**config.mk**
```make
export PLATFORM = sky130hd
export DESIGN_NAME = cfg_entry_loader
export DESIGN_NICKNAME = d
export VERILOG_FILES = /design/src/rtl/cfg_pkg.sv /design/src/rtl/cfg_beat_packer.sv /design/src/rtl/cfg_entry_loader.sv
export SDC_FILE = /design/constraint.sdc
export NUM_CORES = 1
export LEC_CHECK = 0
export ABC_CLOCK_PERIOD_IN_PS = 2200
export BUFFER_PORTS_ARGS = -buffer_cell sky130_fd_sc_hd__buf_2
export CORE_MARGIN = 2
export CORE_UTILIZATION = 35
export CTS_CLUSTER_SIZE = 12
export DETAILED_ROUTE_END_ITERATION = 6
export GPL_TIMING_DRIVEN = 0
export PLACE_DENSITY = 0.75
export SETUP_SLACK_MARGIN = 0.3
export SLEW_MARGIN = 20
export SYNTH_ARGS = -nofsm -noshare
export SYNTH_HDL_FRONTEND = slang
export SYNTH_SLANG_ARGS = --single-unit
export TNS_END_PERCENT = 50
```
**constraint.sdc**
```tcl
create_clock -name axis_clk -period 2.2 [get_ports axis_clk]
set_clock_uncertainty 0.15 [all_clocks]
set_input_delay 0.22 -clock axis_clk [delete_from_list [all_inputs] [get_ports axis_clk]]
set_output_delay 0.22 -clock axis_clk [all_outputs]
set_load 0.05 [all_outputs]
```
**src/rtl/cfg_pkg.sv**
```systemverilog
// -----------------------------------------------------------------------------
// cfg_pkg
// Shared definitions for the configuration entry loader:
//   - table geometry (entry width, stream width, address width, beats/entry)
//   - header field offsets and widths
//   - loader FSM state encoding
//   - small helpers (saturating error counter increment, count clamp)
// -----------------------------------------------------------------------------
package cfg_pkg;

    localparam int CFG_ENTRY_W = 167;
    localparam int CFG_DATA_W  = 64;
    localparam int CFG_ADDR_W  = 4;

    // Number of stream beats needed to build one table entry (ceiling divide).
    function automatic int beats_for(input int entry_w, input int data_w);
        return (entry_w + data_w - 1) / data_w;
    endfunction

    localparam int CFG_BEATS = beats_for(CFG_ENTRY_W, CFG_DATA_W);

    // Header beat layout
    localparam int HDR_ID_LSB   = 0;
    localparam int HDR_ID_W     = 8;
    localparam int HDR_ADDR_LSB = 8;
    localparam int HDR_ADDR_W   = 4;
    localparam int HDR_CNT_LSB  = 12;
    localparam int HDR_CNT_W    = 5;

    localparam logic [HDR_CNT_W-1:0] MAX_COUNT = 5'd16;

    typedef enum logic [2:0] {
        ST_IDLE  = 3'd0,
        ST_FILL  = 3'd1,
        ST_WRITE = 3'd2,
        ST_VRD   = 3'd3,
        ST_VCMP  = 3'd4,
        ST_DRAIN = 3'd5
    } state_e;

    // Error counter increment that sticks at all-ones.
    function automatic logic [7:0] sat_inc8(input logic [7:0] v);
        return (v == 8'hFF) ? v : (v + 8'd1);
    endfunction

    // The table only holds 16 entries, so larger requests are limited to 16.
    function automatic logic [HDR_CNT_W-1:0] clamp_count(input logic [HDR_CNT_W-1:0] c);
        return (c > MAX_COUNT) ? MAX_COUNT : c;
    endfunction

endpackage

```
**src/rtl/cfg_beat_packer.sv**
```systemverilog
// -----------------------------------------------------------------------------
// cfg_beat_packer
// Collects BEATS stream beats into one ENTRY_W-bit entry, little-endian:
// beat k lands in bits [DATA_W*k +: DATA_W]; bits above ENTRY_W-1 are dropped.
// Ports:
//   i_clk, i_rst      clock, synchronous active-high reset
//   i_clear           restart packing (drops any partial entry)
//   i_beat_valid      i_beat is accepted this cycle
//   i_beat            stream data
//   o_last_beat       the beat accepted this cycle completes an entry
//   o_entry_valid     one-cycle pulse the cycle after an entry completes
//   o_entry           packed entry (held until the next beat or clear)
// -----------------------------------------------------------------------------
module cfg_beat_packer #(
    parameter int ENTRY_W = 167,
    parameter int DATA_W  = 64,
    parameter int BEATS   = 3
) (
    input  logic               i_clk,
    input  logic               i_rst,
    input  logic               i_clear,
    input  logic               i_beat_valid,
    input  logic [DATA_W-1:0]  i_beat,
    output logic               o_last_beat,
    output logic               o_entry_valid,
    output logic [ENTRY_W-1:0] o_entry
);

    localparam int SHIFT_W = BEATS * DATA_W;
    localparam int IDX_W   = (BEATS > 1) ? $clog2(BEATS) : 1;
    localparam logic [IDX_W-1:0] LAST_IDX = IDX_W'(BEATS - 1);

    logic [SHIFT_W-1:0] r_shift;
    logic [IDX_W-1:0]   r_idx;
    logic               r_entry_valid;

    assign o_last_beat   = i_beat_valid && (r_idx == LAST_IDX);
    assign o_entry_valid = r_entry_valid;
    assign o_entry       = r_shift[ENTRY_W-1:0];

    // Shift new beats in from the top so the first beat ends up at bit 0.
    always_ff @(posedge i_clk) begin
        if (i_rst || i_clear) begin
            r_shift       <= '0;
            r_idx         <= '0;
            r_entry_valid <= 1'b0;
        end else if (i_beat_valid) begin
            r_shift       <= {i_beat, r_shift[SHIFT_W-1:DATA_W]};
            r_idx         <= o_last_beat ? '0 : (r_idx + {{(IDX_W-1){1'b0}}, 1'b1});
            r_entry_valid <= o_last_beat;
        end else begin
            r_entry_valid <= 1'b0;
        end
    end

endmodule

```
**src/rtl/cfg_entry_loader.sv**
```systemverilog
// -----------------------------------------------------------------------------
// cfg_entry_loader
// Streaming loader in front of the 16 x 167 table RAM update port. Accepts
// AXI-Stream configuration packets, keeps those addressed to MODULE_ID, packs
// 64-bit beats into 167-bit entries and writes them to consecutive addresses
// (mod 16) starting at the header's start address.
//
// Optional feature macro: CFG_LOADER_READBACK_EN
//   defined   - every write is read back (1-cycle RAM latency) and compared
//   undefined - ram_rd_en / ram_rd_addr tied to 0, ram_rd_data ignored
//
// Ports:
//   axis_clk, axis_rst          clock, synchronous active-high reset
//   s_axis_tdata/tvalid/tlast   configuration stream in
//   s_axis_tready               loader ready (IDLE, FILL, DRAIN)
//   ram_wr_en/addr/data         RAM update port
//   ram_rd_en/addr, ram_rd_data RAM readback port
//   load_done                   pulse: packet completed without error
//   load_err                    pulse: truncated packet or verify mismatch
//   err_cnt                     saturating error count
// -----------------------------------------------------------------------------
module cfg_entry_loader
    import cfg_pkg::*;
#(
    parameter int         ENTRY_W   = CFG_ENTRY_W,
    parameter int         DATA_W    = CFG_DATA_W,
    parameter int         ADDR_W    = CFG_ADDR_W,
    parameter logic [7:0] MODULE_ID = 8'h00
) (
    input  logic               axis_clk,
    input  logic               axis_rst,
    input  logic [DATA_W-1:0]  s_axis_tdata,
    input  logic               s_axis_tvalid,
    input  logic               s_axis_tlast,
    output logic               s_axis_tready,
    output logic               ram_wr_en,
    output logic [ADDR_W-1:0]  ram_wr_addr,
    output logic [ENTRY_W-1:0] ram_wr_data,
    output logic               ram_rd_en,
    output logic [ADDR_W-1:0]  ram_rd_addr,
    input  logic [ENTRY_W-1:0] ram_rd_data,
    output logic               load_done,
    output logic               load_err,
    output logic [7:0]         err_cnt
);

    localparam int BEATS = beats_for(ENTRY_W, DATA_W);

    state_e                 r_state;
    state_e                 w_next_state;
    state_e                 w_post_state;

    logic [ADDR_W-1:0]      r_addr;
    logic [HDR_CNT_W-1:0]   r_remaining;
    logic                   r_last_seen;   // last completed entry's 3rd beat carried tlast
    logic                   r_no_done;     // finish the drain silently (foreign ID or verify error)
    logic [7:0]             r_err_cnt;
    logic                   r_load_done;
    logic                   r_load_err;
    logic                   r_tready;

    logic                   w_accept;
    logic                   w_hdr_accept;
    logic                   w_beat_in;
    logic                   w_id_ok;
    logic [HDR_CNT_W-1:0]   w_hdr_cnt;
    logic                   w_last_entry;
    logic                   w_last_beat;
    logic                   w_entry_valid;
    logic [ENTRY_W-1:0]     w_entry;
    logic                   w_cmp_ok;
    logic                   w_commit;
    logic                   w_mismatch;
    logic                   w_done_nxt;
    logic                   w_err_nxt;
    logic                   w_tready_nxt;
    logic                   w_rd_en_nxt;

    // tready is forced low while reset is asserted so nothing is accepted then.
    assign s_axis_tready = r_tready & ~axis_rst;
    assign w_accept      = s_axis_tvalid & s_axis_tready;
    assign w_hdr_accept  = w_accept && (r_state == ST_IDLE);
    assign w_beat_in     = w_accept && (r_state == ST_FILL);
    assign w_id_ok       = (s_axis_tdata[HDR_ID_LSB +: HDR_ID_W] == MODULE_ID);
    assign w_hdr_cnt     = clamp_count(s_axis_tdata[HDR_CNT_LSB +: HDR_CNT_W]);
    assign w_last_entry  = (r_remaining == 5'd1);

    // Where to go once an entry is fully committed (written, and verified if enabled).
    assign w_post_state  = r_last_seen  ? ST_IDLE  :
                           w_last_entry ? ST_DRAIN : ST_FILL;

`ifdef CFG_LOADER_READBACK_EN
    logic r_rd_en;

    assign w_cmp_ok    = (ram_rd_data == w_entry);
    assign w_commit    = (r_state == ST_VCMP) && w_cmp_ok;
    assign ram_rd_en   = r_rd_en;
    assign ram_rd_addr = r_addr;

    // Read strobe is registered from the next-state decode, so it is high exactly in VRD.
    always_ff @(posedge axis_clk) begin
        if (axis_rst) begin
            r_rd_en <= 1'b0;
        end else begin
            r_rd_en <= w_rd_en_nxt;
        end
    end
`else
    logic w_unused_rd;

    assign w_cmp_ok    = 1'b1;
    assign w_commit    = (r_state == ST_WRITE);
    assign ram_rd_en   = 1'b0;
    assign ram_rd_addr = '0;
    assign w_unused_rd = ^ram_rd_data;
`endif

    assign w_mismatch = (r_state == ST_VCMP) && !w_cmp_ok;

    cfg_beat_packer #(
        .ENTRY_W (ENTRY_W),
        .DATA_W  (DATA_W),
        .BEATS   (BEATS)
    ) u_packer (
        .i_clk         (axis_clk),
        .i_rst         (axis_rst),
        .i_clear       (w_hdr_accept),
        .i_beat_valid  (w_beat_in),
        .i_beat        (s_axis_tdata),
        .o_last_beat   (w_last_beat),
        .o_entry_valid (w_entry_valid),
        .o_entry       (w_entry)
    );

    // The packer's completion pulse lands exactly in the WRITE cycle.
    assign ram_wr_en   = w_entry_valid;
    assign ram_wr_addr = r_addr;
    assign ram_wr_data = w_entry;
    assign load_done   = r_load_done;
    assign load_err    = r_load_err;
    assign err_cnt     = r_err_cnt;

    // FSM state register.
    always_ff @(posedge axis_clk) begin
        if (axis_rst) begin
            r_state <= ST_IDLE;
        end else begin
            r_state <= w_next_state;
        end
    end

    // FSM next-state logic.
    always_comb begin
        w_next_state = r_state;
        case (r_state)
            ST_IDLE: begin
                if (w_accept) begin
                    // A single-beat packet has nothing left to drain.
                    if (!w_id_ok || (w_hdr_cnt == 5'd0)) begin
                        w_next_state = s_axis_tlast ? ST_IDLE : ST_DRAIN;
                    end else begin
                        w_next_state = s_axis_tlast ? ST_IDLE : ST_FILL;
                    end
                end else begin
                    w_next_state = ST_IDLE;
                end
            end
            ST_FILL: begin
                if (w_accept && w_last_beat) begin
                    w_next_state = ST_WRITE;
                end else if (w_accept && s_axis_tlast) begin
                    w_next_state = ST_IDLE;
                end else begin
                    w_next_state = ST_FILL;
                end
            end
            ST_WRITE: begin
`ifdef CFG_LOADER_READBACK_EN
                w_next_state = ST_VRD;
`else
                w_next_state = w_post_state;
`endif
            end
            ST_VRD: begin
                w_next_state = ST_VCMP;
            end
            ST_VCMP: begin
                if (w_cmp_ok) begin
                    w_next_state = w_post_state;
                end else begin
                    w_next_state = r_last_seen ? ST_IDLE : ST_DRAIN;
                end
            end
            ST_DRAIN: begin
                if (w_accept && s_axis_tlast) begin
                    w_next_state = ST_IDLE;
                end else begin
                    w_next_state = ST_DRAIN;
                end
            end
            default: begin
                w_next_state = ST_IDLE;
            end
        endcase
    end

    // FSM output decode: next values for the registered status outputs.
    always_comb begin
        w_done_nxt   = 1'b0;
        w_err_nxt    = 1'b0;
        w_tready_nxt = (w_next_state == ST_IDLE) || (w_next_state == ST_FILL) ||
                       (w_next_state == ST_DRAIN);
        w_rd_en_nxt  = (w_next_state == ST_VRD);
        case (r_state)
            ST_IDLE: begin
                // Header-only packet: empty load is complete, a non-empty one is truncated.
                if (w_accept && w_id_ok && s_axis_tlast) begin
                    if (w_hdr_cnt == 5'd0) begin
                        w_done_nxt = 1'b1;
                    end else begin
                        w_err_nxt = 1'b1;
                    end
                end else begin
                    w_done_nxt = 1'b0;
                end
            end
            ST_FILL: begin
                if (w_accept && s_axis_tlast && !w_last_beat) begin
                    w_err_nxt = 1'b1;
                end else begin
                    w_err_nxt = 1'b0;
                end
            end
            ST_WRITE, ST_VCMP: begin
                // Packet ended on an entry boundary: complete only if it was the last entry.
                if (w_commit && r_last_seen) begin
                    if (w_last_entry) begin
                        w_done_nxt = 1'b1;
                    end else begin
                        w_err_nxt = 1'b1;
                    end
                end else if (w_mismatch) begin
                    w_err_nxt = 1'b1;
                end else begin
                    w_done_nxt = 1'b0;
                end
            end
            ST_DRAIN: begin
                if (w_accept && s_axis_tlast && !r_no_done) begin
                    w_done_nxt = 1'b1;
                end else begin
                    w_done_nxt = 1'b0;
                end
            end
            default: begin
                w_done_nxt = 1'b0;
            end
        endcase
    end

    // Registered status outputs; tready flop resets to 1 because the FSM resets to IDLE.
    always_ff @(posedge axis_clk) begin
        if (axis_rst) begin
            r_tready    <= 1'b1;
            r_load_done <= 1'b0;
            r_load_err  <= 1'b0;
        end else begin
            r_tready    <= w_tready_nxt;
            r_load_done <= w_done_nxt;
            r_load_err  <= w_err_nxt;
        end
    end

    // Packet bookkeeping: write address, entries left, end-of-packet flags.
    always_ff @(posedge axis_clk) begin
        if (axis_rst) begin
            r_addr      <= '0;
            r_remaining <= '0;
            r_last_seen <= 1'b0;
            r_no_done   <= 1'b0;
        end else if (w_hdr_accept) begin
            r_addr      <= s_axis_tdata[HDR_ADDR_LSB +: ADDR_W];
            r_remaining <= w_hdr_cnt;
            r_no_done   <= !w_id_ok;
        end else if (w_commit) begin
            r_addr      <= r_addr + {{(ADDR_W-1){1'b0}}, 1'b1};
            r_remaining <= r_remaining - 5'd1;
        end else if (w_mismatch) begin
            r_no_done   <= 1'b1;
        end else if (w_beat_in && w_last_beat) begin
            r_last_seen <= s_axis_tlast;
        end else begin
            r_last_seen <= r_last_seen;
        end
    end

    // Saturating error counter.
    always_ff @(posedge axis_clk) begin
        if (axis_rst) begin
            r_err_cnt <= 8'd0;
        end else if (w_err_nxt) begin
            r_err_cnt <= sat_inc8(r_err_cnt);
        end else begin
            r_err_cnt <= r_err_cnt;
        end
    end

endmodule

```
# --- Word level (Yosys, flattened, before mapping) ---
# Index checks and enable logic that the tools add are counted.
word_totals:
  in_bits: 235
  ff_bits: 220
  output_inout_bits: 188
classes:
  n_addsub: 4
  n_reduce_logical: 27
  bitwise_logic: 7
  n_eq_ne: 10
  magnitude_cmp: 1
  n_mux: 28
ops:
  columns: ["cell", "n"]
  rows:
  - ["3-bit 2-to-1 mux", 6]
  - ["5-bit 2-to-1 mux", 3]
  - ["3-bit case mux with 5 select lines", 1]
  - ["1-bit 2-to-1 mux", 12]
  - ["1-bit logical AND", 11]
  - ["3-bit equality test (second input constant)", 3]
  - ["8-bit by 1-bit adder with 8-bit output (second input constant)", 1]
  - ["8-bit equality test (second input constant)", 1]
  - ["8-bit logical NOT", 1]
  - ["4-bit 2-to-1 mux", 2]
  - ["3-bit by 1-bit equality test with 1-bit output (second input constant)", 2]
  - ["3-bit by 2-bit equality test with 1-bit output (second input constant)", 2]
  - ["3-bit logical NOT", 2]
  - ["1-bit case mux with 3 select lines", 2]
  - ["5-bit by 1-bit equality test with 1-bit output (second input constant)", 1]
  - ["5-bit greater-than comparator (second input constant)", 1]
  - ["5-bit logical NOT", 1]
  - ["1-bit inverter", 5]
  - ["5-bit by 1-bit subtractor with 5-bit output (second input constant)", 1]
  - ["4-bit by 1-bit adder with 4-bit output (second input constant)", 1]
  - ["1-bit logical OR", 4]
  - ["2-bit 2-to-1 mux", 2]
  - ["2-bit OR reduction", 2]
  - ["1-bit logical NOT", 3]
  - ["other kinds (6)", 7]

# --- Logic depth before layout (Yosys ltp) ---
# Gate-level depths: netlist of run 1.
depth:
  depth_word: 11
  depth_mapped: 9
  mapped_depth_nobuf: 7

# --- Modules after synthesis ---
# A second synthesis of run 1 with hierarchy kept.
unflattened:
  hier_cells: 984
  hier_area_um2: 9791.9
by_module_without_submodules:
  columns: ["module", "n_inst", "area_per_inst_um2", "cells_each"]
  rows:
  - ["cfg_beat_packer", 1, 8318.0, 800]
  - ["cfg_entry_loader", 1, 1473.9, 184]

# --- Least setup slack after synthesis of run 1 ---
# Ideal clock, no wire load.
synth_timing:
  path_type: "reg2reg"
  start: "register r_remaining[0]"
  end: "register r_err_cnt[2] (netlist: err_cnt[2])"
  setup_ns: 0.123
  t_required_ns: 1.927
  stages_incl_launch_ff: 7
  slack_ns: 0.139
  arrival_ns: 1.788
  path_buffers: 0
  cell_sequence: "dfxtp_1 ha_1 or4b_4 and3_4 a31oi_4 a21oi_1 mux2_1"
synth_between:
  elab_chain_cells: 5
synth_rtl:
  columns: ["item", "line", "rtl"]
  rows:
  - ["start, declared", "cfg_entry_loader.sv:54", "logic [HDR_CNT_W-1:0] r_remaining;"]
  - ["start signal, assigned", "cfg_entry_loader.sv:283", "r_remaining <= w_hdr_cnt;"]
  - ["start signal, assigned", "cfg_entry_loader.sv:287", "r_remaining <= r_remaining - 5'd1;"]
  - ["5-bit by 1-bit equality test with 1-bit output", "cfg_entry_loader.sv:86", "assign w_last_entry = (r_remaining == 5'd1);"]
  - ["1-bit 2-to-1 mux", "cfg_entry_loader.sv:237", "if (w_last_entry) begin"]
  - ["1-bit 2-to-1 mux", "cfg_entry_loader.sv:236", "if (w_commit && r_last_seen) begin"]
  - ["1-bit case mux with 3 select lines", "cfg_entry_loader.sv:214", "case (r_state)"]
  - ["2-bit AND reduction (no line)", null, null]
  - ["end signal, assigned", "cfg_entry_loader.sv:302", "r_err_cnt <= sat_inc8(r_err_cnt);"]
  - ["end signal, assigned", "cfg_entry_loader.sv:304", "r_err_cnt <= r_err_cnt;"]
  - ["end, declared", "cfg_entry_loader.sv:57", "logic [7:0] r_err_cnt;"]
# No other way between the ends.
# A chain may end at the register's enable or synchronous reset.

# --- Worst setup path in the final report of run 1 ---
layout_timing:
  start: "register r_tready"
  end: "register r_err_cnt[4] (netlist: err_cnt[4])"
layout_between:
  elab_chain_cells: 9
  elab_cells_between_ends: 13
  cone_classes: "mux: 3; bitwise: 2; reduce/logical: 8"
layout_rtl:
  columns: ["item", "line", "rtl"]
  rows:
  - ["start, declared", "cfg_entry_loader.sv:60", "logic r_tready;"]
  - ["start signal, assigned", "cfg_entry_loader.sv:268", "r_tready <= w_tready_nxt;"]
  - ["1-bit bitwise AND (*)", "cfg_entry_loader.sv:80", "assign s_axis_tready = r_tready & ~axis_rst;"]
  - ["1-bit bitwise AND (*)", "cfg_entry_loader.sv:81", "assign w_accept = s_axis_tvalid & s_axis_tready;"]
  - ["1-bit logical AND", "cfg_entry_loader.sv:83", "assign w_beat_in = w_accept && (r_state == ST_FILL);"]
  - ["1-bit logical AND", "cfg_beat_packer.sv:37", "assign o_last_beat = i_beat_valid && (r_idx == LAST_IDX);"]
  - ["1-bit logical NOT", "cfg_entry_loader.sv:228", "if (w_accept && s_axis_tlast && !w_last_beat) begin"]
  - ["1-bit logical AND", "cfg_entry_loader.sv:228", null]
  - ["1-bit 2-to-1 mux", "cfg_entry_loader.sv:228", null]
  - ["1-bit case mux with 3 select lines (*)", "cfg_entry_loader.sv:214", null]
  - ["2-bit AND reduction (no line) (*)", null, null]
# Every way passes the cells marked *; elsewhere a longest branch is shown, timed or not.

==> results of run 1 <==
## kinds of logic after synthesis
family / Yosys count / synth area share, %
mux: 8 / 0.964
buf+inv: 252 / 18.3
compound gates: 232 / 13.0
other cells: 1 / 0.0396
simple gates: 470 / 20.5
xor+xnor: 2 / 0.185
flops: 220 / 46.5
fa+ha+maj: 4 / 0.528
## registers in the layout, summed over array words and instances (netlist names), 2 cells and up
name,flops
err_cnt,8
r_remaining,5
r_state,3
ram_wr_addr,4
u_packer.r_idx,2
u_packer.r_shift,192
## stage by stage
stage          total power [mW]  hold slack, ps  std cells  setup slack (ps)  util, %
2_1_floorplan              4.45             203       1193               154        -
4_1_cts                    8.97            47.6       1926              79.3     51.3
3_5_place_dp               4.64             293       1783              -631     41.7
3_3_place_gp               4.63             286       1783              -601     41.7
6_report                   9.00             101       1940              61.5     53.1
5_1_grt                    9.29             107       1939             -20.9     53.1
## per-layer routing
| metal | vias to the layer above | track usage, % |
|---|---|---|
| li1 | 4469 | - |
| met5 | - | 0 |
| met1 | 4308 | 25.2 |
| met3 | 74 | 3.83 |
| met4 | 0 | 6.90 |
| met2 | 418 | 34.2 |
## path summary, 6_finish.rpt
path,from,end,slack [ps],cells past startpoint
worst max-delay path,r_tready,err_cnt[4],60,6
worst min-delay path,s_axis_tvalid,u_packer.o_entry_valid,100,4
worst max register to register,r_tready,err_cnt[4],60,6
worst min register to register,u_packer.r_shift[63],u_packer.r_shift[63],300,2
## area by class of cell
class	count	area [µm²]	area share (%)
plain buffers	247	2010	14.2
well taps	341	427	3.00
flip-flops and latches	220	4410	31.0
diodes	1	2.50	0.0176
inverters	5	18.8	0.132
clock buffers	35	693	4.87
repair buffers	364	2750	19.4
multi-input cells	722	3830	26.9
clock inverters	5	77.6	0.545
## worst max-delay path, delay by kind of cell, from the launching register on
kind / cells / cell delay, ps
compound gates: 1 / 250
flops: 1 / 330
mux: 1 / 310
simple gates: 3 / 770
buf+inv: 1 / 210
## cells in the final DEF, fill, tap and decap left out, types with 4 or more instances in the layout
cell type / synthesis / routed
nor4_1: 4 / 4
conb_1: 1 / 5
nand3b_1: 5 / 5
clkbuf_8: 0 / 5
buf_2: 28 / 260
nor2_1: 19 / 19
inv_1: 5 / 4
a21oi_1: 211 / 116
nand2_1: 394 / 394
a21oi_2: 0 / 92
buf_12: 0 / 13
clkbuf_16: 0 / 32
nand3_1: 7 / 7
nor3_1: 5 / 4
mux2_4: 1 / 6
nor2b_1: 8 / 7
buf_8: 0 / 18
dlygate4sd3_1: 0 / 65
buf_16: 0 / 11
buf_4: 181 / 195
clkbuf_1: 28 / 15
clkbuf_2: 0 / 6
dfxtp_1: 220 / 217
clkbuf_4: 0 / 10
nand2b_1: 6 / 4
buf_6: 10 / 16
## where the power goes
group / internal, mW / switching (mW)
Combinational: 0.499 / 0.476
Clock: 2.40 / 1.59
Sequential: 4.01 / 0.0234
Total: 6.91 / 2.09
## repair_timing
item / in CTS / in global routing
setup buffers: 26 / 6
resized for setup: 159 / 88
hold endpoints to repair: 74 / 0
hold buffers: 65 / 0
endpoints found under the setup margin: 210 / 216
pin swaps: 1 / 9
gates cloned: 12 / 7
==> results.json, run 1 <==
{
  "outcome": "finished, final reports clean",
  "yosys-top-cells-area": "dfxtp_1, nand2_1, buf_4",
  "synth_top_area_share_pct": 46.5,
  "cts_buffer_depth": 3,
  "p_leak_nw": 6.16,
  "layout_min_cycle_time_ps": 2140,
  "seq_area_frac_synth_pct": 46.5,
  "initial_utilization_pct": 35.4,
  "async_flop_share_pct": 0,
  "crit_path_end_kind": "flip-flop",
  "rsz0062_at_grt": "true",
  "setup_violations": 0,
  "start_kind": "flip-flop",
  "die_w_um": 169,
  "peakVddDrop_mv": 0.491,
  "critPathKind": "reg -> reg",
  "grt_usage_pct": 20.0,
  "synth_cells": 1189,
  "cp_slowest_cell": "dfxtp_1",
  "drt_iter0_drc": 576,
  "fmax_mhz": 468,
  "io_pins": 423,
  "cts.sinks": 220,
  "synth_cell_type_count": 51,
  "ys_top_cells_by_count": "nand2_1, dfxtp_1, a21oi_1",
  "cts_max_level": 1,
  "globalplace.congestion": 0.863,
  "power.density_nw_per_um2": 633,
  "final_nets": 1823,
  "vias": 9269,
  "num_rows": 60,
  "critPathMaxStageDelay_ps": 330,
  "finalCritPeriodShare_pct": 97.2,
  "maxCapViolCount": 0,
  "wl_per_cell_um": 16.0,
  "tns_ps": 0,
  "dr.pass1.iters": 5,
  "dpl.hpwl_mm": 19.9,
  "coreArea_um2": 26800,
  "stdcell_area_um2": 14200,
  "slew_viol_final": 0,
  "io_buffers": 249,
  "grt_pass1_vias": 8834,
  "dpl_cell_area_um2": 11200,
  "numCtsBuffers": 24,
  "grt_max_degree": 13,
  "area_growth_pct": 50.1,
  "clkLatencyLatePin_ps": 520,
  "hold_violations": 0,
  "antenna_found_initial": 1,
  "path_cells": "nand3b_1 -> buf_4 -> nor3_4 -> nand4_4 -> a21oi_2 -> mux2_4",
  "met1Wirelength_mm": 13.3,
  "grt_pass1_wl_mm": 45.9,
  "die_area_um2": 28400,
  "overflow": 0,
  "synthFlopType": "dfxtp_1",
  "worstPathRequired_ps": 2450,
  "slew_headroom_pct": 51.2,
  "yosysTopAreaCell": "dfxtp_1",
  "worstPathArrival_ps": 2390,
  "syn_area_um2": 9470,
  "synth_most_common_cell": "nand2_1",
  "drt-total-wl_mm": 31.0,
  "synth-seq-cells": 220,
  "postSynthAreaPerCell_um2": 7.97,
  "wl_met2_mm": 14.6,
  "synth_edf_count": 0,
  "ant_nets": 0,
  "die_h_um": 169,
  "hp-class": "in -> reg",
  "drive_gt1_share_pct": 43.5,
  "highest_layer": "met4",
  "cts_root_buffer": "clkbuf_16",
  "worst_pin_slew_ps": 725,
  "fillers": 2345,
  "post-route-drc-count": 0,
  "cts_tree": "done",
  "yosysWarnings": 0,
  "avgViaCountPerCell": 4.78,
  "clk_pin_slew_worst_paths_ps": 60,
  "crit_fanout": 5,
  "route.met3.wl_mm": 2.05
}
Note: power is estimated with default switching activity, not from simulation.
==> run 2: changes to the inputs <==
==> constraint.sdc (replaced) <==
create_clock -name axis_clk -period 2.2 [get_ports axis_clk]
set_clock_uncertainty 0.15 [all_clocks]
set_input_delay 0.33 -clock axis_clk [delete_from_list [all_inputs] [get_ports axis_clk]]
set_output_delay 0.33 -clock axis_clk [all_outputs]
set_load 0.05 [all_outputs]
==> run 2 against run 1 <==
Worst setup slack better by 14 ps. Largest power group unchanged. Register-to-register slack hardly changed. Routed wire length is 0.58% lower. Critical endpoint unchanged. Global-route usage hardly changed. Largest cell class unchanged. Highest routed layer unchanged. Cell count is 0.21% lower. Via count is 0.53% lower. Sequential power hardly changed. Critical path type unchanged. Total power is 0.11% lower. Cell area is 0.47% lower.
==> results.json, run 2 (same netlist as run 1, synthesis figures left out) <==
{
  "cts_tree": "done",
  "io_pins": 423,
  "die_area_um2": 28400,
  "worstPathArrival_ps": 2370,
  "fmax_mhz": 471,
  "die_w_um": 169,
  "numCtsBuffers": 24,
  "crit_fanout": 8,
  "final_cell_mix": "nand2_1, buf_2, dfxtp_1, buf_4, a21oi_1",
  "dpl.hpwl_mm": 19.9,
  "dpl_cell_area_um2": 11200,
  "cp_slowest_cell": "dfxtp_2",
  "critPathKind": "reg -> reg",
  "post-route-drc-count": 0,
  "finalCritPeriodShare_pct": 96.6,
  "multi_input_area_um2": 3820,
  "drive_gt1_share_pct": 43.5,
  "slew_headroom_pct": 51.4,
  "drt-total-wl_mm": 30.8,
  "vias": 9220,
  "cts_buffer_depth": 3,
  "worst_pin_slew_ps": 723,
  "cts_max_level": 1,
  "globalplace.congestion": 0.863,
  "largest_reg_flops": 192,
  "cts.sinks": 220,
  "grt_max_degree": 13,
  "path_cells": "nand3b_1 -> buf_4 -> nor3_4 -> nand4_4 -> a21oi_4 -> mux2_4",
  "wl_per_cell_um": 15.9,
  "stdcell_area_um2": 14200,
  "layout_commonest_cell": "nand2_1",
  "grt_pass1_wl_mm": 45.8,
  "drt_iter0_drc": 674,
  "grt_usage_pct": 19.9,
  "io_buffers": 249,
  "setup_violations": 0,
  "whs_ps": 134,
  "coreArea_um2": 26800,
  "register_area_um2": 4410,
  "regMostFlops": "u_packer.r_shift",
  "avgViaCountPerCell": 4.76,
  "crit_path_end_kind": "flip-flop",
  "fillers": 2348,
  "slew_viol_final": 0,
  "cts_root_buffer": "clkbuf_16",
  "ant_nets": 0,
  "rsz0062_at_grt": "true",
  "tns_ps": 0,
  "layout_min_cycle_time_ps": 2120,
  "die_h_um": 169,
  "place_ws_ps": -741,
  "clk_pin_slew_worst_paths_ps": 60,
  "power.density_nw_per_um2": 635,
  "area_growth_pct": 49.4,
  "final_cells": 1936,
  "initial_utilization_pct": 35.4,
  "worstPathRequired_ps": 2450,
  "peakVddDrop_mv": 0.491,
  "rrSetupSlack_ps": 80,
  "dp_cells": 1783,
  "final_nets": 1819,
  "start_kind": "flip-flop",
  "num_rows": 60,
  "clkLatencyLatePin_ps": 520,
  "dr.pass1.iters": 7,
  "overflow": 0,
  "final_core_util_pct": 52.8,
  "p_leak_nw": 6.11,
  "grt_pass1_vias": 8798,
  "antenna_found_initial": 1,
  "maxCapViolCount": 0,
  "fin_ws_ps": 75.6,
  "hold_violations": 0,
  "outcome": "finished, final reports clean",
  "hp-class": "in -> reg",
  "fin_total_pwr_mw": 8.99,
  "critPathMaxStageDelay_ps": 320
}
-- run 2: changes by cell type in the layout (fill, tap and decap cells not counted), moves of 2 or more --
cell / before / now
clkbuf_2: 6 / 8
buf_8: 18 / 16
a21oi_4: 3 / 5
a21oi_2: 92 / 90
-- run 2: report_power, final --
| part | switching [mW] | internal, mW | total (mW) |
|---|---|---|---|
| Sequential | 0.0238 | 4.01 | 4.04 |
| Clock | 1.60 | 2.40 | 4.00 |
| Combinational | 0.471 | 0.487 | 0.959 |
-- run 2: final cells by class --
cell class | count | share of cell area, %
clock buffers | 35 | 4.90
multi-input cells | 721 | 27.0
well taps | 341 | 3.01
clock inverters | 5 | 0.548
flip-flops and latches | 220 | 31.2
plain buffers | 247 | 14.1
repair buffers | 361 | 19.1
diodes | 1 | 0.0177
inverters | 5 | 0.133
-- run 2: layer usage --
layer | track usage [%] | wire (µm) | part of all wire, %
met5 | 0 | 0 | 0
met4 | 6.22 | 926 | 3.0
met3 | 3.67 | 2170 | 7.0
met2 | 34.5 | 14600 | 47
met1 | 25.3 | 13200 | 43
-- run 2: critical path: cells and delay by family, from the launching register on --
family | cells | cell delay [ps]
buf+inv | 1 | 210
mux | 1 | 310
compound gates | 1 | 260
simple gates | 3 | 760
flops | 1 | 320
-- run 2: what timing repair did --
item,CTS,global route
pin swaps,1,6
cloned,12,5
endpoints found under the setup margin,210,216
hold endpoints to repair,71,0
buffers inserted,26,5
hold buffers,64,0
resized for setup,159,83
-- run 2: worst paths after layout --
path / start / endpoint / cells after the start
worst min register to register: u_packer.r_shift[63] / u_packer.r_shift[63] / 2
worst min-delay path: s_axis_tdata[6] / r_no_done / 4
worst max register to register: r_tready / err_cnt[4] / 6
worst max-delay path: r_tready / err_cnt[4] / 6
